File: src/rtl/mips_cpu_muldiv_iter.sv
// Iterative MULT/MULTU/DIV/DIVU unit for the HI/LO path (start/busy/done).
// Ports: clk, reset (async high), start, op, a, b -> busy, done, hi, lo.
// Option: define MULDIV_EARLY_TERM_EN to end multiplies once the
// remaining multiplier bits are all zero.
module mips_cpu_muldiv_iter #(
  parameter int WIDTH = 32
) (
  input  logic             clk,
  input  logic             reset,
  input  logic             start,
  input  logic [1:0]       op,
  input  logic [WIDTH-1:0] a,
  input  logic [WIDTH-1:0] b,
  output logic             busy,
  output logic             done,
  output logic [WIDTH-1:0] hi,
  output logic [WIDTH-1:0] lo
);

  localparam int CW = $clog2(WIDTH + 1);

  typedef enum logic [1:0] {
    IDLE,
    CALC,
    FIX,
    DONE
  } state_t;

  state_t state, state_nx;

  logic               div_q;
  logic               sa, sb;
  logic               sa_n, sb_n;
  logic [WIDTH-1:0]   ma, mb, a_raw;
  logic [2*WIDTH-1:0] acc;
  logic [CW-1:0]      cnt;

  // mult step: add into upper half with carry, then shift right
  logic [WIDTH:0]     msum;
  logic [WIDTH-1:0]   mb_sh;
  // div step: remainder lives in acc upper half, ma shifts
  // dividend out of the top and quotient bits in at the bottom
  logic [WIDTH:0]     rsh;
  logic [WIDTH:0]     rdiff;
  logic               r_ge;
  logic               last;
  logic               calc_exit;

  logic [2*WIDTH-1:0] prod;
  logic [2*WIDTH-1:0] mres;
  logic [WIDTH-1:0]   qres, rres;

  assign sa_n  = a[WIDTH-1] & op[0];
  assign sb_n  = b[WIDTH-1] & op[0];

  assign msum  = {1'b0, acc[2*WIDTH-1:WIDTH]}
               + {1'b0, (mb[0] ? ma : '0)};
  assign mb_sh = mb >> 1;

  assign rsh   = {acc[2*WIDTH-1:WIDTH], ma[WIDTH-1]};
  assign rdiff = rsh - {1'b0, mb};
  assign r_ge  = rsh >= {1'b0, mb};

  assign last  = cnt == CW'(WIDTH - 1);

`ifdef MULDIV_EARLY_TERM_EN
  assign calc_exit = last | (~div_q & (mb_sh == '0));
  // an early exit leaves the product short of its final shifts
  assign prod      = acc >> (CW'(WIDTH) - cnt);
`else
  assign calc_exit = last;
  assign prod      = acc;
`endif

  assign mres = (sa ^ sb) ? -prod : prod;
  assign qres = (sa ^ sb) ? -ma : ma;
  assign rres = sa ? -acc[2*WIDTH-1:WIDTH]
                   : acc[2*WIDTH-1:WIDTH];

  assign busy = (state == CALC) | (state == FIX);
  assign done = state == DONE;

  always_ff @(posedge clk or posedge reset) begin
    if (reset) state <= IDLE;
    else       state <= state_nx;
  end

  always_comb begin
    state_nx = state;
    unique case (state)
      IDLE: if (start) state_nx = CALC;
      CALC: if (calc_exit) state_nx = FIX;
      FIX:  state_nx = DONE;
      DONE: state_nx = start ? CALC : IDLE;
      default: state_nx = IDLE;
    endcase
  end

  always_ff @(posedge clk or posedge reset) begin
    if (reset) begin
      div_q <= 1'b0;
      sa    <= 1'b0;
      sb    <= 1'b0;
      ma    <= '0;
      mb    <= '0;
      a_raw <= '0;
      acc   <= '0;
      cnt   <= '0;
      hi    <= '0;
      lo    <= '0;
    end else begin
      unique case (state)
        IDLE, DONE: begin
          if (start) begin
            div_q <= op[1];
            sa    <= sa_n;
            sb    <= sb_n;
            ma    <= sa_n ? -a : a;
            mb    <= sb_n ? -b : b;
            a_raw <= a;
            acc   <= '0;
            cnt   <= '0;
          end
        end
        CALC: begin
          cnt <= cnt + 1'b1;
          if (!div_q) begin
            acc <= {msum, acc[WIDTH-1:1]};
            mb  <= mb_sh;
          end else begin
            acc[2*WIDTH-1:WIDTH] <= r_ge ? rdiff[WIDTH-1:0]
                                         : rsh[WIDTH-1:0];
            ma <= {ma[WIDTH-2:0], r_ge};
          end
        end
        FIX: begin
          if (!div_q) begin
            {hi, lo} <= mres;
          end else if (mb == '0) begin
            hi <= a_raw;
            lo <= '1;
          end else begin
            hi <= rres;
            lo <= qres;
          end
        end
        default: ;
      endcase
    end
  end

endmodule

File: config.mk
export PLATFORM = sky130hd
export DESIGN_NAME = mips_cpu_muldiv_iter
export DESIGN_NICKNAME = d
export VERILOG_FILES = /design/src/rtl/mips_cpu_muldiv_iter.sv
export SDC_FILE = /design/constraint.sdc
export NUM_CORES = 1
export LEC_CHECK = 0
export BUFFER_PORTS_ARGS = -buffer_cell sky130_fd_sc_hd__buf_2
export CAP_MARGIN = 20
export CORE_MARGIN = 2
export CORE_UTILIZATION = 30
export CTS_BUF_LIST = sky130_fd_sc_hd__clkbuf_8 sky130_fd_sc_hd__clkbuf_16
export CTS_CLUSTER_DIAMETER = 120
export DETAILED_ROUTE_END_ITERATION = 12
export GPL_TIMING_DRIVEN = 0
export MAX_ROUTING_LAYER = met4
export SLEW_MARGIN = 20
export SYNTH_ARGS = -nofsm -noshare
export SYNTH_HDL_FRONTEND = slang
export SYNTH_SLANG_ARGS = --single-unit
File: constraint.sdc
create_clock -name clk -period 10.45 [get_ports clk]
set_input_delay 1.5675 -clock clk [delete_from_list [all_inputs] [get_ports clk]]
set_output_delay 1.5675 -clock clk [all_outputs]
set_load 0.01 [all_outputs]
==> Flow_metrics.wiki <==
{| class="wikitable"
! Metric !! Value
|-
| Outcome || completed
|-
| Fill cells || 6179
|-
| Int Pwr || 0.00367 W
|-
| Initial DRT Pass Iterations || 6
|-
| DP HPWL || 58900 um
|-
| Detailed Route Iter0 Violations || 1964
|-
| Pin count of the biggest net entering global routing || 95
|-
| Die X || 249 um
|-
| Largest incremental delay on the critical path || 670 ps
|-
| Kind of launch point of the worst setup path || flop
|-
| Total via count after detailed routing || 18.1k
|-
| Top Ports || 135
|-
| # resized after CTS || 0
|-
| Row count || 89
|-
| Switching power as a share of total power || 54.5%
|-
| Endpoint arrival time on the critical path || 4930 ps
|-
| Worst slew margin relative to its limit || 28.6%
|-
| Most common cell on crit path || a21oi_1
|-
| Count of state elements after synthesis || 235
|-
| Area enclosed by the die boundary || 61800 um2
|-
| Leakage power || 9.38 nW
|-
| Yosys synthesis warning count || 0
|-
| Number of global-route vias before repair || 17.3k
|-
| Clock tree from TritonCTS || yes
|-
| Global-route wire length before repair || 112000 um
|-
| Signed area change from the synthesized netlist to the final layout || 15.1%
|-
| Data required time at the worst endpoint || 10920 ps
|-
| Crit-path slowest cell || dfrtp_1
|-
| Pwr Total || 0.00806 W
|-
| Final hold violations || 0
|-
| Achievable Freq || 224 MHz
|-
| Bufs and invs on worst path || 2
|-
| Max-cap check violation count || 0
|-
| Post-route clock skew || 17.8 ps
|-
| Final cell count without fillers || 3173
|-
| Share of final-layout standard cells stronger than drive strength 1 || 11.2%
|-
| Number of buffers created by CTS || 30
|-
| Cell chain of the critical path || clkbuf_1, and2_1, ha_1, inv_1, fa_1, nor2b_1, o31a_1, o31ai_1, a21oi_1, a31oi_1, o21ai_0, a21o_1, a21oi_1, xnor2_1, a221o_1
|-
| Placer congestion estimate || 0.983
|-
| TritonCTS Sinks || 235
|-
| Clock insertion delay at the later pin of the skew report || 600 ps
|-
| Number of antenna violations at the first check in global routing || 4
|-
| Netlist cell types || 78
|-
| Buffers inserted during post-CTS setup optimization || 0
|-
| Slew of the pin with the lowest slew margin || 1070 ps
|-
| Post-layout util || 35.0%
|-
| Starting density of the core || 30.4%
|-
| Area of all sequential standard cells || 5880 um2
|-
| Switching power of the nets || 0.00439 W
|-
| H-Tree Depth || 1
|-
| Min Clock Period, post-route || 4460 ps
|-
| Combinational fraction of design power || 64.0%
|-
| Setup repair after global routing missed its margin || no
|-
| Core ar. || 59000 um2
|-
| Number of enable-type register cells in the synthesized netlist || 0
|-
| Post-synth net total || 2353
|-
| Worst path top cell family by delay || compound AO/OA/AOI/OAI gates
|-
| Instance count after placement with tap cells included || 3115
|-
| Die span in y || 249 um
|-
| Clock root cell || clkbuf_16
|-
| Part of the cycle the worst path needs || 42.6%
|-
| Number of instances in the synthesized netlist || 2206
|-
| Sequential group share of total power || 22.7%
|-
| Worst Path Max Fanout || 10
|-
| Bufs on Longest Clock Path || 3
|-
| Post-detailed-route via-to-cell ratio || 5.70
|-
| Total Routing Usage GR || 24.4%
|-
| Min-delay worst type || flop to flop
|-
| Total of hold buffers inserted after clock tree synthesis || 0
|-
| Slew Limit Fails || 0
|-
| Syn Std Cell Area || 17900 um2
|-
| Setup TNS after final layout || 0 ps
|-
| Total Nets Final || 2521
|-
| Critical path type || flop to flop
|-
| Register clock-pin slew on the reported worst setup and hold paths || 60 ps
|-
| Sequential fraction of the synthesis area || 32.8%
|-
| IR Drop Worst-Case VDD || 130 uV
|-
| Power density over the cells || 390 nW/um2
|-
| Most used DFF post-synth || dfrtp_1
|-
| Wire per inst || 23.7 um
|-
| Drc violations || 0
|-
| Post-Synthesis Mean Instance Area || 8.13 um2
|-
| Remaining global-route overflow || 0
|-
| Nature of the critical path endpoint || flop
|-
| Fraction of synthesis flops using an asynchronous set or reset pin || 100%
|-
| Total Wirelength || 75200 um
|-
| Count of buffers inserted at the top-level ports || 134
|-
| Number of nets with antenna violations after detailed routing || 0
|-
| Setup-failing EPs final || 0
|-
| Area taken by multi-input logic gates || 11100 um2
|-
| Clock Power Share || 13.3%
|}
-- routing by layer --
layer,vias up,GRT usage (%),part of all wire [%]
li1,8215,-,-
met1,8924,34.9,46
met2,825,35.5,42
met3,117,3.89,8.5
met4,0,6.45,2.9
met5,-,-,0
-- state kept, by name (all words and copies together), names as in the netlist, 2 cells and up --
register	flops
a_raw	32
cnt	6
lo	32
hi	32
state	2
mb	32
ma	32
acc	64
-- final timing paths --
check | start | to | slack, ps | cells after the start
worst max-delay path | mb[0] | acc[49] | 5990 | 15
worst min-delay path | hi[18] | hi[18] | 480 | 1
worst max register to register | mb[0] | acc[49] | 5990 | 15
worst min register to register | hi[18] | hi[18] | 480 | 1
max in group asynchronous | reset | cnt[1] | 8210 | 4
min in group asynchronous | reset | lo[5] | 990 | 2
-- final cells by class --
class / count / area share [%]
clock inverters: 21 / 0.933
multi-input cells: 1717 / 53.7
flip-flops and latches: 235 / 28.5
well taps: 773 / 4.68
inverters: 117 / 2.16
diodes: 2 / 0.0242
clock buffers: 35 / 3.97
repair buffers: 136 / 3.51
plain buffers: 137 / 2.57
-- cells in the mapped netlist, types with 11 or more instances --
cell | n | area (um2)
and2_1 | 39 | 244
o211ai_1 | 24 | 180
nor2_1 | 165 | 619
a211oi_1 | 15 | 113
a22o_1 | 37 | 324
a31oi_1 | 12 | 75.1
or4_1 | 13 | 97.6
o21ai_0 | 248 | 1240
xor2_1 | 110 | 963
nand3_1 | 21 | 105
nand2_1 | 220 | 826
o31ai_1 | 23 | 173
and3_1 | 15 | 93.8
o221ai_1 | 27 | 236
o21ai_1 | 18 | 90.1
nor4_1 | 23 | 144
dfrtp_1 | 235 | 5880
nor3_1 | 31 | 155
a21o_1 | 40 | 300
mux2_2 | 41 | 462
nand2b_1 | 15 | 93.8
clkbuf_1 | 116 | 435
ha_1 | 76 | 951
mux2i_1 | 23 | 230
inv_1 | 116 | 435
buf_2 | 11 | 55.1
o41ai_1 | 15 | 131
a21oi_1 | 212 | 1060
or3_1 | 22 | 138
xnor2_1 | 101 | 885
-- power by group through the flow --
stage	sequential, W	combinational [W]	clock (W)
after global routing	0.00185	0.00559	0.00113
after floorplan	0.00157	0.00341	0
after global placement	0.00181	0.00499	0
after CTS	0.00181	0.00505	0.00109
final	0.00183	0.00516	0.00107
after detailed placement	0.00182	0.00503	0
-- logic make-up after synthesis --
group | synth area share, %
simple gates | 16.5
fa+ha+maj | 5.52
mux | 3.86
xor+xnor | 10.3
flops | 32.8
compound gates | 25.6
buf+inv | 5.41
-- layout by cell type (no fill, tap or decap), drive strengths merged, types with 17 or more instances in the layout --
cell type and count:
nor4 24, nand3 23, o211ai 24, xnor2 101
a21oi 212, a22o 37, inv 125, o221ai 27
or3 24, a21o 40, nor3 34, and2 40
mux2i 23, o31ai 25, clkbuf 151, xor2 110
o41ai 17, nand2 220, mux2 41, dfrtp 235
nor2 165, buf 157, ha 76, o21ai 268
-- per-stage QoR --
stage	hold slack [ps]	setup slack [ps]	cell area (um2)
final	480	5990	20700
after global routing	515	5830	20700
after CTS	490	6160	20700
after detailed placement	472	5670	19600
after global placement	468	-350	19600
after floorplan	445	2440	17900
Note: power is estimated with default switching activity, not from simulation.
